`config.mk`:
```
export PLATFORM = sky130hd
export DESIGN_NAME = mem_arbiter
export DESIGN_NICKNAME = d
export VERILOG_FILES = /design/src/rtl/mem_arbiter.sv
export SDC_FILE = /design/constraint.sdc
export NUM_CORES = 1
export LEC_CHECK = 0
export BUFFER_PORTS_ARGS = -buffer_cell sky130_fd_sc_hd__buf_2
export CAP_MARGIN = 25
export CELL_PAD_IN_SITES_DETAIL_PLACEMENT = 0
export CELL_PAD_IN_SITES_GLOBAL_PLACEMENT = 1
export CORE_MARGIN = 2
export CORE_UTILIZATION = 35
export DETAILED_ROUTE_END_ITERATION = 6
export PLACE_DENSITY = 0.89
export RECOVER_POWER = 100
export SLEW_MARGIN = 40
export SYNTH_ARGS = -nofsm -noshare
export SYNTH_HDL_FRONTEND = slang
export SYNTH_SLANG_ARGS = --single-unit
```
`constraint.sdc`:
```
create_clock -name clk -period 2.3 [get_ports clk]
set_input_delay 0 -clock clk [delete_from_list [all_inputs] [get_ports clk]]
set_output_delay 0 -clock clk [all_outputs]
set_load 0.02 [all_outputs]
```
`src/rtl/mem_arbiter.sv`:
```
// rtl/mem_arbiter.sv - two-port req/ack arbiter in front of a single-port data memory
//
// Purpose: shares one single-port memory between the CPU load/store path (port 0)
// and the debug/program loader (port 1). Each access runs IDLE -> ACCESS -> RESP.
// Arbitration is round-robin, or fixed priority to port 0 when PRIO0=1.
//
// Ports:
//   clk, rst                       clock (rising edge), asynchronous active-low reset
//   r0_req/we/addr/wdata           port 0 request fields
//   r0_gnt, r0_ack                 port 0 ownership (ACCESS+RESP), completion pulse
//   r1_*                           port 1, same set as r0_*
//   rdata                          registered read data, valid while an ack is high
//   mem_write, m_addr, m_w_data    memory write strobe, address, write data
//   m_r_data                       memory read data (combinational from m_addr)
//   busy                           FSM not in IDLE

module mem_arbiter #(
  parameter int unsigned AW    = 32,
  parameter int unsigned DW    = 32,
  parameter int unsigned PRIO0 = 0
) (
  input  logic          clk,
  input  logic          rst,
  input  logic          r0_req,
  input  logic          r0_we,
  input  logic [AW-1:0] r0_addr,
  input  logic [DW-1:0] r0_wdata,
  output logic          r0_gnt,
  output logic          r0_ack,
  input  logic          r1_req,
  input  logic          r1_we,
  input  logic [AW-1:0] r1_addr,
  input  logic [DW-1:0] r1_wdata,
  output logic          r1_gnt,
  output logic          r1_ack,
  output logic [DW-1:0] rdata,
  output logic          mem_write,
  output logic [AW-1:0] m_addr,
  output logic [DW-1:0] m_w_data,
  input  logic [DW-1:0] m_r_data,
  output logic          busy
);

  typedef enum logic [1:0] {
    IDLE   = 2'd0,
    ACCESS = 2'd1,
    RESP   = 2'd2
  } state_t;

  state_t        state_q;
  logic          last_q;
  logic          owner_q;
  logic          we_q;
  logic [AW-1:0] addr_q;
  logic [DW-1:0] wdata_q;
  logic [DW-1:0] rdata_q;
  logic          gnt0_q, gnt1_q;
  logic          ack0_q, ack1_q;
  logic          mem_write_q;
  logic          busy_q;

  logic          start_d;
  logic          owner_d;
  logic          we_d;
  logic [AW-1:0] addr_d;
  logic [DW-1:0] wdata_d;

  // Winner selection from the live requests; only consumed in IDLE.
  always_comb begin
    start_d = r0_req | r1_req;
    owner_d = 1'b0;
    if (r0_req && r1_req) begin
      // last_q resets to 1 so port 0 takes the first tie in round-robin mode.
      owner_d = (PRIO0 != 0) ? 1'b0 : ~last_q;
    end else begin
      owner_d = r1_req;
    end
    we_d    = owner_d ? r1_we    : r0_we;
    addr_d  = owner_d ? r1_addr  : r0_addr;
    wdata_d = owner_d ? r1_wdata : r0_wdata;
  end

  always_ff @(posedge clk or negedge rst) begin
    if (!rst) begin
      state_q     <= IDLE;
      last_q      <= 1'b1;
      owner_q     <= 1'b0;
      we_q        <= 1'b0;
      addr_q      <= '0;
      wdata_q     <= '0;
      rdata_q     <= '0;
      gnt0_q      <= 1'b0;
      gnt1_q      <= 1'b0;
      ack0_q      <= 1'b0;
      ack1_q      <= 1'b0;
      mem_write_q <= 1'b0;
      busy_q      <= 1'b0;
    end else begin
      case (state_q)
        IDLE: begin
          ack0_q      <= 1'b0;
          ack1_q      <= 1'b0;
          mem_write_q <= 1'b0;
          if (start_d) begin
            state_q     <= ACCESS;
            owner_q     <= owner_d;
            we_q        <= we_d;
            addr_q      <= addr_d;
            wdata_q     <= wdata_d;
            gnt0_q      <= ~owner_d;
            gnt1_q      <= owner_d;
            // Strobe is registered here so it is high exactly for the ACCESS cycle.
            mem_write_q <= we_d;
            busy_q      <= 1'b1;
          end
        end
        ACCESS: begin
          mem_write_q <= 1'b0;
          if (!we_q) begin
            rdata_q <= m_r_data;
          end
          ack0_q  <= ~owner_q;
          ack1_q  <= owner_q;
          state_q <= RESP;
        end
        RESP: begin
          ack0_q  <= 1'b0;
          ack1_q  <= 1'b0;
          gnt0_q  <= 1'b0;
          gnt1_q  <= 1'b0;
          busy_q  <= 1'b0;
          last_q  <= owner_q;
          state_q <= IDLE;
        end
        default: begin
          ack0_q      <= 1'b0;
          ack1_q      <= 1'b0;
          gnt0_q      <= 1'b0;
          gnt1_q      <= 1'b0;
          mem_write_q <= 1'b0;
          busy_q      <= 1'b0;
          state_q     <= IDLE;
        end
      endcase
    end
  end

  // Address/data hold their last values outside ACCESS because they are the latch.
  assign m_addr    = addr_q;
  assign m_w_data  = wdata_q;
  assign mem_write = mem_write_q;
  assign rdata     = rdata_q;
  assign r0_gnt    = gnt0_q;
  assign r1_gnt    = gnt1_q;
  assign r0_ack    = ack0_q;
  assign r1_ack    = ack1_q;
  assign busy      = busy_q;

endmodule

```
## Word-level counts from Yosys, hierarchy flattened

Index checks and enable logic that the tools add are counted.
Widths: inputs -> output; s select.

| operators by class | value |
|---|---|
| mux-type cells | 16 |
| reduce and logical (&&, ||, !) cells | 5 |
| equal/unequal tests | 3 |
| bitwise logic cells | 6 |

Operator list:

| kind | number |
|---|---|
| $mux 32 | 2 |
| $mux 1 | 8 |
| $pmux 1 s2 | 4 |
| $reduce_and 2->1 | 3 |
| $not 1->1 | 5 |
| $pmux 2 s2 | 1 |
| $eq 2x1->1 const B | 1 |
| $eq 2x2->1 const B | 1 |
| $logic_not 2->1 | 1 |
| $mux 2 | 1 |
| $ne 2x2->1 const B | 1 |
| $logic_and 1x1->1 | 1 |
| $or 1x1->1 | 1 |

| word-level totals | value |
|---|---|
| input port bits | 166 |
| bits in registers | 107 |
| word-level logic and storage cells | 43 |
| output and inout port bits | 102 |

## Logic depth before layout (Yosys ltp)

| depth | value |
|---|---|
| depth after elaboration | 5 |
| mapped depth | 6 |
| gate-level depth less buffers | 4 |

## Worst setup path before layout

No wires, ideal clock.

| timing | value |
|---|---|
| kind | reg2reg |
| start point | register last_q |
| end point | register wdata_q[11] (netlist: m_w_data[11]) |
| data arrival time | 1511 ps |
| library setup time | 125 ps |
| path slack | 664 ps |
| path buffers | 2 |
| period minus slack after synthesis | 1636 ps |
| data required time | 2175 ps |
| cell stages (with the launch flop) | 6 |
| path through | dfstp_2 -> a21bo_2 -> buf_6 -> buf_6 -> mux2_4 -> mux2_4 |

| between the ends | value |
|---|---|
| cells in the longest elaborated chain, start to end | 3 |

Ends and longest elaborated chain:

| element | line | RTL |
|---|---|---|
| from (decl) | 51 | `logic last_q;` |
| from (signal assigned) | 132 | `last_q <= owner_q;` |
| $not 1->1 | 74 | `owner_d = (PRIO0 != 0) ? 1'b0 : ~last_q;` |
| $mux 1 | 72 | `if (r0_req && r1_req) begin` |
| $mux 32 | 80 | `wdata_d = owner_d ? r1_wdata : r0_wdata;` |
| to (signal assigned) | 109 | `wdata_q <= wdata_d;` |
| to (decl) | 55 | `logic [DW-1:0] wdata_q;` |

No other way between the ends.
A chain may end at the register's enable or synchronous reset.

## Worst setup path in the final report

| timing | value |
|---|---|
| start point | register last_q |
| end point | register addr_q[6] (netlist: m_addr[6]) |

| between the ends | value |
|---|---|
| cells in the longest elaborated chain, start to end | 3 |

Ends and longest elaborated chain:

| element | line | RTL |
|---|---|---|
| $not 1->1 | 74 |  |
| $mux 1 | 72 |  |
| $mux 32 | 79 | `addr_d = owner_d ? r1_addr : r0_addr;` |
| to (signal assigned) | 108 | `addr_q <= addr_d;` |
| to (decl) | 54 | `logic [AW-1:0] addr_q;` |

No other way between the ends.

==> impl_results.md <==
- Antenna Violating Nets Remaining: 0
- Crit Path Class: flip-flop to flip-flop
- Synth top cells by count: 112 x mux2_2, 106 x dfrtp_1, 47 x mux2_4, 10 x buf_2, 6 x inv_1
- Maximum root-to-sink buffer count: 2
- DRC Markers: 0
- Root Driver: clkbuf_16
- Outcome: complete, no violations
- WL/cell: 15.31 um
- Crit-path cells: a21bo_4 -> mux2_1 -> dlygate4sd3_1 -> mux2_2
- WL final: 12,530 um
- Antenna Cells: 0
- Via Count: 3,741
- Post-synth EDFFs: 0
- Worst setup EP type: flip-flop
- Synth top area share: 53.81%
- Gr ovfl total: 0
- Critical Path Max Stage Delay: 0.56 ns
- Clk sinks: 107
- Die height: 122.7 um
- Width of the die: 122.7 um
- MaxCap Viol Count: 0
- Max_slew headroom: 16.84%
- Iter 0 DRT Violations: 59
- Port buffer count: 267
- Area Growth Syn to Fin: 43.78%
- Yosys Warn Count: 0
- Ys flop type: dfrtp_1
- CTS buffer count: 9
- Initial Util: 35.65%
- CTS tree: built
- Final worst-path cycle share: 92.80%
- Post-synthesis cell type count: 20
- Critical Path RT: 2.53 ns
- Met2 WL: 6794 um
- RePlAce Congestion: 0.6875
- Vias/cell: 4.573
- Cell with the most instances after synthesis: mux2_2
- Mapped cell area: 0.004930 mm2
- Final Hold Fails: 0
- Crit-path max FO: 13
- RSZ-0062 raised after global routing: false
- Leakage: 0.003257 uW
- Power density over the cells: 1316 mW/mm2
- # H-tree levels: 3
- Synth Instances: 311
- Cell family with most CP delay: multiplexers
- First-pass GRT wire length: 19,370 um
- Nets: 799
- Met3 routed WL: 789 um
- Largest net degree at the start of global routing: 58
- CP Launch Type: flip-flop
- Setup ws final: 0.1656 ns
- Tot GR Track Use: 16.74%
- Syn_nets: 477
- Mean post-synth cell area: 15.85 um2
- Die area: 0.01505 mm2
- Clock Skew: 0.006087 ns
- Row cnt: 43
- Clk_lat worst skew: 0.34 ns
- Setup Viol. Count Final: 0
- Metal-1 WL: 4691 um
- Post-synth ARST share: 100.0%
- Pre-CTS WS: 0.4133 ns
- HP Class: primary input to flip-flop
- Max Used Layer: met4
- Fmax: 468.5 MHz
- CP arrival: 2.36 ns
- Seq/Total Area, Yosys: 54.34%
- Fin crit period: 2.134 ns
- Fillers: 1,280
- Slowest-stage cell, CP: dfstp_1
- Total power: 9327 uW
- Initial antenna violation count: 0
- Setup TNS: 0 ns
- Register area: 0.002679 mm2
- Yosys reg bits: 107
- Vias in the first global route: 4,025
- Ranking of synthesized cells by area: dfrtp_1 54%, mux2_2 26%, mux2_4 14%, buf_2 1.0%, buf_6 0.91%
- Clk slew on worst S/H paths: 0.07 ns
- Total I/O pin count: 268
- Layout cell share with drive strength beyond 1: 51.72%
- VDD IR-drop max: 527.0 uV
- Area of the multi-input gates: 0.002044 mm2
- CP Buf/Inv Count: 1
- Core area: 0.01383 mm2
- Max Slew Vio Count: 0
- Worst Max-Slew Pin Slew: 1.247 ns
- Area leader, netlist: dfrtp_1
- Dpl hpwl: 8862 um
- Drt first pass iters: 4
- Final hold slack: 0.002225 ns
- Final core occ: 51.26%
==> final cells by class <==
type | count | area share [%]
clock inverter | 6 | 0.6708
clock buffer | 10 | 3.372
timing repair buffer | 328 | 25.81
tap | 180 | 3.177
inverter | 6 | 0.3354
multi-input combinational | 181 | 28.84
sequential | 107 | 37.79
==> layout by cell type, fill, tap and decap left out, drive strengths merged <==
cell type / instances
buf: 169
mux2: 161
clkbuf: 116
dfrtp: 106
dlygate4sd3: 53
inv: 8
nor2: 5
o21ai: 4
nand2b: 2
mux2i: 2
clkinvlp: 2
clkinv: 2
a21bo: 1
nor2b: 1
o32ai: 1
o21bai: 1
a21oi: 1
a2bb2oi: 1
nand2: 1
dfstp: 1
==> cell families after synthesis <==
kind of cell,synth area share (%)
buf+inv,2.843
mux,40.76
compound gates,1.218
simple gates,0.8376
flops,54.34
==> final timing paths <==
| path | slack, ns | depth (start not counted) | from | end |
|---|---|---|---|---|
| max in group asynchronous | 0.88 | 3 | rst | last_q |
| worst min register to register | 0.47 | 1 | owner_q | r0_ack |
| min in group asynchronous | 0.46 | 2 | rst | rdata[0] |
| worst max register to register | 0.17 | 4 | last_q | m_addr[6] |
| worst min-delay path | 0.002 | 3 | r1_wdata[30] | m_w_data[30] |
| worst max-delay path | 0.17 | 4 | last_q | m_addr[6] |
==> report_power, final <==
part	internal [uW]	switching (uW)
Sequential	2860	536
Combinational	1970	2490
Clock	776	696
Total	5610	3720
==> worst min-delay path, delay by kind of cell <==
kind                   cells  cell delay [ns]
muxes                      2             0.24
buffers and inverters      1             0.08
==> per-layer routing <==
metal	vias up	track usage [%]
met1	1800	17.95
met4	0	6.537
met5	-	0
met3	22	3.439
li1	1754	-
met2	165	31.80
==> per-stage QoR <==
| stage | std cells | cell area, um2 |
|---|---|---|
| after floorplan | 311 | 4930 |
| after global placement | 749 | 6496 |
| after detailed placement | 749 | 6496 |
| after CTS | 818 | 7313 |
| after global routing | 818 | 7088 |
| final | 818 | 7088 |
==> what timing repair did <==
item | in CTS | in global routing
setup buffers | 0 | 0
hold endpoints to repair | 96 | 0
resized for setup | 0 | 0
hold buffers | 53 | 0
setup endpoints to repair | 0 | 0
==> sequential cells by signal, summed over array words and instances, names as in the netlist, 2 cells and up <==
register,flops
rdata,32
m_addr,32
m_w_data,32
state_q,2
Note: power is estimated with default switching activity, not from simulation.
